==> config.mk <==
export PLATFORM = sky130hd
export DESIGN_NAME = sc_regfile_scratchpad
export DESIGN_NICKNAME = d
export VERILOG_FILES = /design/src/rtl/sc_regfile_scratchpad.sv
export SDC_FILE = /design/constraint.sdc
export NUM_CORES = 1
export LEC_CHECK = 0
export BUFFER_PORTS_ARGS = -buffer_cell sky130_fd_sc_hd__buf_2
export CAP_MARGIN = 20
export CORE_AREA = 2 2 228 230
export CTS_CLUSTER_SIZE = 12
export DETAILED_ROUTE_END_ITERATION = 16
export DIE_AREA = 0 0 230 232
export GPL_TIMING_DRIVEN = 0
export PLACE_DENSITY = 0.65
export SLEW_MARGIN = 15
export SYNTH_ARGS = -nofsm -noshare
export SYNTH_HDL_FRONTEND = slang
export SYNTH_SLANG_ARGS = --single-unit
==> constraint.sdc <==
create_clock -name SC_REGFILE_CLOCK_50 -period 4.8 [get_ports SC_REGFILE_CLOCK_50]
set_input_delay 0.48 -clock SC_REGFILE_CLOCK_50 [delete_from_list [all_inputs] [get_ports SC_REGFILE_CLOCK_50]]
set_output_delay 0.48 -clock SC_REGFILE_CLOCK_50 [all_outputs]
set_load 0.1 [all_outputs]
==> src/rtl/sc_regfile_scratchpad.sv <==
// sc_regfile_scratchpad: 16x32 scratchpad register file with r0 tied to zero, a PC (r13) auto-increment path and an IR (r15) load path.
module sc_regfile_scratchpad #(
    parameter int                       DATAWIDTH_BUS     = 32,
    parameter int                       DATAWIDTH_ADDRESS = 6,
    parameter logic [DATAWIDTH_BUS-1:0] RESET_PC          = '0
) (
    input  logic                         SC_REGFILE_CLOCK_50,
    input  logic                         SC_REGFILE_RESET_InHigh,
    input  logic                         SC_REGFILE_Write_In,
    input  logic [DATAWIDTH_ADDRESS-1:0] SC_REGFILE_WriteAddress_InBus,
    input  logic [DATAWIDTH_BUS-1:0]     SC_REGFILE_CBus_InBus,
    input  logic                         SC_REGFILE_PCIncrement_In,
    input  logic                         SC_REGFILE_IRLoad_In,
    input  logic [DATAWIDTH_BUS-1:0]     SC_REGFILE_IRData_InBus,
    output logic [DATAWIDTH_BUS-1:0]     SC_REGFILE_data0_OutBus,
    output logic [DATAWIDTH_BUS-1:0]     SC_REGFILE_data1_OutBus,
    output logic [DATAWIDTH_BUS-1:0]     SC_REGFILE_data2_OutBus,
    output logic [DATAWIDTH_BUS-1:0]     SC_REGFILE_data3_OutBus,
    output logic [DATAWIDTH_BUS-1:0]     SC_REGFILE_data4_OutBus,
    output logic [DATAWIDTH_BUS-1:0]     SC_REGFILE_data5_OutBus,
    output logic [DATAWIDTH_BUS-1:0]     SC_REGFILE_data6_OutBus,
    output logic [DATAWIDTH_BUS-1:0]     SC_REGFILE_data7_OutBus,
    output logic [DATAWIDTH_BUS-1:0]     SC_REGFILE_data8_OutBus,
    output logic [DATAWIDTH_BUS-1:0]     SC_REGFILE_data9_OutBus,
    output logic [DATAWIDTH_BUS-1:0]     SC_REGFILE_data10_OutBus,
    output logic [DATAWIDTH_BUS-1:0]     SC_REGFILE_data11_OutBus,
    output logic [DATAWIDTH_BUS-1:0]     SC_REGFILE_data12_OutBus,
    output logic [DATAWIDTH_BUS-1:0]     SC_REGFILE_data13_OutBus,
    output logic [DATAWIDTH_BUS-1:0]     SC_REGFILE_data14_OutBus,
    output logic [DATAWIDTH_BUS-1:0]     SC_REGFILE_data15_OutBus,
    output logic                         SC_REGFILE_IllegalWrite_Out
);
    logic [DATAWIDTH_BUS-1:0] regs [1:15];
    logic [3:0] wrIdx;
    logic inRange, wrLegal, wrPc, wrIr;
    assign wrIdx   = SC_REGFILE_WriteAddress_InBus[3:0];
    assign inRange = SC_REGFILE_WriteAddress_InBus[DATAWIDTH_ADDRESS-1:4] == '0;
    assign wrLegal = SC_REGFILE_Write_In && inRange;
    assign wrPc    = wrLegal && wrIdx == 4'd13;
    assign wrIr    = wrLegal && wrIdx == 4'd15;
    always_ff @(posedge SC_REGFILE_CLOCK_50) begin
        if (SC_REGFILE_RESET_InHigh) begin
            for (int i = 1; i < 16; i++) regs[i] <= '0;
            regs[13] <= RESET_PC;
            SC_REGFILE_IllegalWrite_Out <= 1'b0;
        end else begin
            for (int i = 1; i < 16; i++)
                if (wrLegal && wrIdx == 4'(i)) regs[i] <= SC_REGFILE_CBus_InBus;
            // PC and IR use opposite priorities: a fetch must beat a stale micro-write to IR
            regs[13] <= wrPc ? SC_REGFILE_CBus_InBus
                      : SC_REGFILE_PCIncrement_In ? regs[13] + DATAWIDTH_BUS'(4) : regs[13];
            regs[15] <= SC_REGFILE_IRLoad_In ? SC_REGFILE_IRData_InBus
                      : wrIr ? SC_REGFILE_CBus_InBus : regs[15];
            SC_REGFILE_IllegalWrite_Out <= SC_REGFILE_Write_In && !inRange;
        end
    end
    assign SC_REGFILE_data0_OutBus  = '0;
    assign SC_REGFILE_data1_OutBus  = regs[1];
    assign SC_REGFILE_data2_OutBus  = regs[2];
    assign SC_REGFILE_data3_OutBus  = regs[3];
    assign SC_REGFILE_data4_OutBus  = regs[4];
    assign SC_REGFILE_data5_OutBus  = regs[5];
    assign SC_REGFILE_data6_OutBus  = regs[6];
    assign SC_REGFILE_data7_OutBus  = regs[7];
    assign SC_REGFILE_data8_OutBus  = regs[8];
    assign SC_REGFILE_data9_OutBus  = regs[9];
    assign SC_REGFILE_data10_OutBus = regs[10];
    assign SC_REGFILE_data11_OutBus = regs[11];
    assign SC_REGFILE_data12_OutBus = regs[12];
    assign SC_REGFILE_data13_OutBus = regs[13];
    assign SC_REGFILE_data14_OutBus = regs[14];
    assign SC_REGFILE_data15_OutBus = regs[15];
endmodule

==> metrics <==
Crit Path Max Fanout 10; register area share after synthesis 75.1%; Max IR drop VDD 0.270 mV; clock skew 11.1 ps; Slew HR 19.5%; Setup Viol. Count Final 0; Reg2Reg Capture Point regs[0][446]; fin crit share 54.6%; Synth Area in Adders 0.0651%; critical-path cell list buf_2 > nor2_1 > nand4b_1 > nor2_1 > clkbuf_1 > and2_1; DRT Wirelength 65300 um; unrepaired setup endpoints after global routing false; r2r startpoint regs[0][418]; Crit. Startpoint SC_REGFILE_WriteAddress_InBus[5]; critical path endpoint category flip-flop; Critical Path Start Type input pin; CTS Hold Bufs 0; number of global-route vias before repair 12600; DP Cell Count 2558; initial antenna violation count 9; status finished clean; Syn Std Cell Area 19200 um^2; Area Overhead vs Synth 30.2%; pin count of the biggest net entering global routing 31; Hold Fails Final Rpt 0; Buffers on Ports 554; Max Cap Violations 0; Leak 10.1 nW; number of clock sinks 481; synth top area cells edfxtp_1 (75%), and2_1 (14%), mux2i_1 (1.7%); Num CTS Buffers 51; CTS resizes 0; Util after Layout 49.1%; CP top delay family simple AND/OR/NAND/NOR gates; CP required 5250 ps; Die Ht 232 um; Worst Tran Pin Value 1200 ps; Worst-path clk slew 60 ps; simple logic cell fraction of the synthesized area 17.2%; Tmin final 2620 ps; post-route ant nets 0; Syn Area/Cell 15.1 um^2; H-tree levels 2; Overflow after GRT 0; mux cell area share after synthesis 1.72%; capture point of the critical path regs[0][78]; worst r2r path cells 7; Clock Tree Buf Depth 3; EDFF count, synth 480; routability cong. 0.833; Worst Hold Class input pin to flip-flop; root buf cell clkbuf_16; filler cell count 4446; DR iter-0 viols 1086; die extent in x 230 um; Crit path buffers/inverters 2; Stages on worst setup path 6; Clock Latency Late Sink 590 ps; core area 50900 um^2; Setup Crit Path Kind input pin to flip-flop; share of cells above drive strength 1 36.5%; vias 12800; post-synthesis compound-gate area fraction 1.32%; main combinational cell family by area after synthesis simple AND/OR/NAND/NOR gates; Total Nets Final 2008; Final Max Slew Viols 0; Synth top cells by count edfxtp_1 (480), and2_1 (421), clkbuf_1 (64), nor2_1 (52), nand2_1 (34); slowest CP cell nor2_1; ys async rst share 0%; Yosys reg bits 481; IO Count 588; Setup Buffers After CTS 0; DRT Pass-1 Iters 5; fin cells 2641; via/cell ratio 4.84; post-synthesis cell type count 37; XOR/XNOR share of the synthesized area 1.23%; total track usage 23.8%; Avg WL per Cell 24.7 um; Placement Rows 83; DP HPWL 47700 um; first-pass GRT wire length 90100 um; post-synth top area share 75.0%; die area 53400 um^2; yosys warns 0; Post-synth top flop edfxtp_1; CTS tree yes; CP Data Arrival Time 3070 ps; FF-to-FF setup slack 2710 ps; most common cell in the netlist edfxtp_1; fmax 381 MHz; leading area contributor after synthesis edfxtp_1; pwr/cell area 453 nW/um^2; Most Frequent Cell on Critical Path nor2_1; Synth Instances 1273; Post-route DRC 0; Initial Util 37.7%; Max stage delay on crit path 1020 ps
[final cells by class]
class                   instances  area, um^2  share of cell area (%)
flip-flops and latches        481       14400                    57.7
multi-input cells             697        4430                    17.7
repair buffers                575        3160                    12.6
clock buffers                  65        1370                    5.48
well taps                     680         851                    3.40
plain buffers                 123         616                    2.46
clock inverters                16         136                   0.545
inverters                       3        11.3                  0.0450
diodes                          1        2.50                  0.0100
[registers in the layout, summed over array words and instances (netlist names)]
register	cells
regs	480
SC_REGFILE_IllegalWrite_Out	1
[power by group]
group / switching, mW / internal [mW] / total (mW)
combinational: 2.37 / 0.287 / 2.66
sequential: 0.0968 / 4.87 / 4.97
clock: 1.61 / 2.10 / 3.72
total: 4.08 / 7.26 / 11.3
[logic make-up (layout without fill, tap and decap cells)]
group / Yosys count / after routing
and+or+nand+nor: 558 / 558
muxes: 33 / 33
other: 1 / 33
DFF: 481 / 481
xor gates and xnor gates: 27 / 27
buffers and inverters: 126 / 782
adders and majority gates: 1 / 1
AOI/OAI and AO/OA: 46 / 46
[per-stage QoR]
| step | setup TNS, ps | hold slack, ps | setup slack [ps] | power, mW | area (um^2) |
|---|---|---|---|---|---|
| 2_1_floorplan | 0 | 647 | 912 | 7.19 | 19300 |
| 6_report | 0 | 195 | 2180 | 11.3 | 25000 |
| 5_1_grt | 0 | 178 | 2050 | 11.6 | 25000 |
| 3_5_place_dp | 0 | 705 | 1540 | 7.72 | 23500 |
| 3_3_place_gp | -456740 | 671 | -1560 | 7.68 | 22900 |
| 4_1_cts | 0 | 165 | 2160 | 11.4 | 25000 |
[metal layers]
layer / track usage, % / wire length, um / vias up
met1: 30.6 / 25900 / 6342
met3: 5.88 / 5580 / 107
met4: 8.10 / 2120 / 4
met5: 0 / 27 / -
met2: 39.5 / 31600 / 654
li1: - / - / 5680
[layout by cell type, fill, tap and decap left out, types with 5 or more instances in the layout]
cell type / count
xor2_1: 16
mux2i_1: 33
o21ai_4: 11
clkbuf_1: 76
buf_2: 565
buf_16: 5
o21ai_1: 6
and4_1: 6
clkbuf_16: 53
nand3_1: 7
and2_1: 421
nand4_1: 12
o21ai_0: 20
conb_1: 32
xnor2_1: 11
clkbuf_2: 13
buf_12: 7
clkinv_1: 6
buf_4: 36
nand2_1: 34
edfxtp_1: 480
and3_1: 8
nor2_1: 52
nand2b_1: 5
[how the worst min path moves through the flow]
stage                                  end                 from  cells past startpoint  slack (ps)
2_1_floorplan  SC_REGFILE_IllegalWrite_Out  SC_REGFILE_Write_In                      1         650
6_report       SC_REGFILE_IllegalWrite_Out  SC_REGFILE_Write_In                      2         190
3_5_place_dp                  regs[0][435]         regs[0][435]                      2         700
3_3_place_gp                  regs[0][438]         regs[0][438]                      2         670
5_1_grt        SC_REGFILE_IllegalWrite_Out  SC_REGFILE_Write_In                      2         180
4_1_cts        SC_REGFILE_IllegalWrite_Out  SC_REGFILE_Write_In                      2         160
[worst reg2reg max path, delay by kind of cell, from the launching register on]
family | cells | cell delay (ps)
AO/OA/AOI/OAI | 1 | 100
adder cells (fa/ha/maj) | 1 | 290
buffers and inverters | 1 | 170
flip-flops | 1 | 480
multiplexers | 1 | 240
AND/OR/NAND/NOR | 3 | 520
No activity file was read; power rests on OpenSTA's default activity.
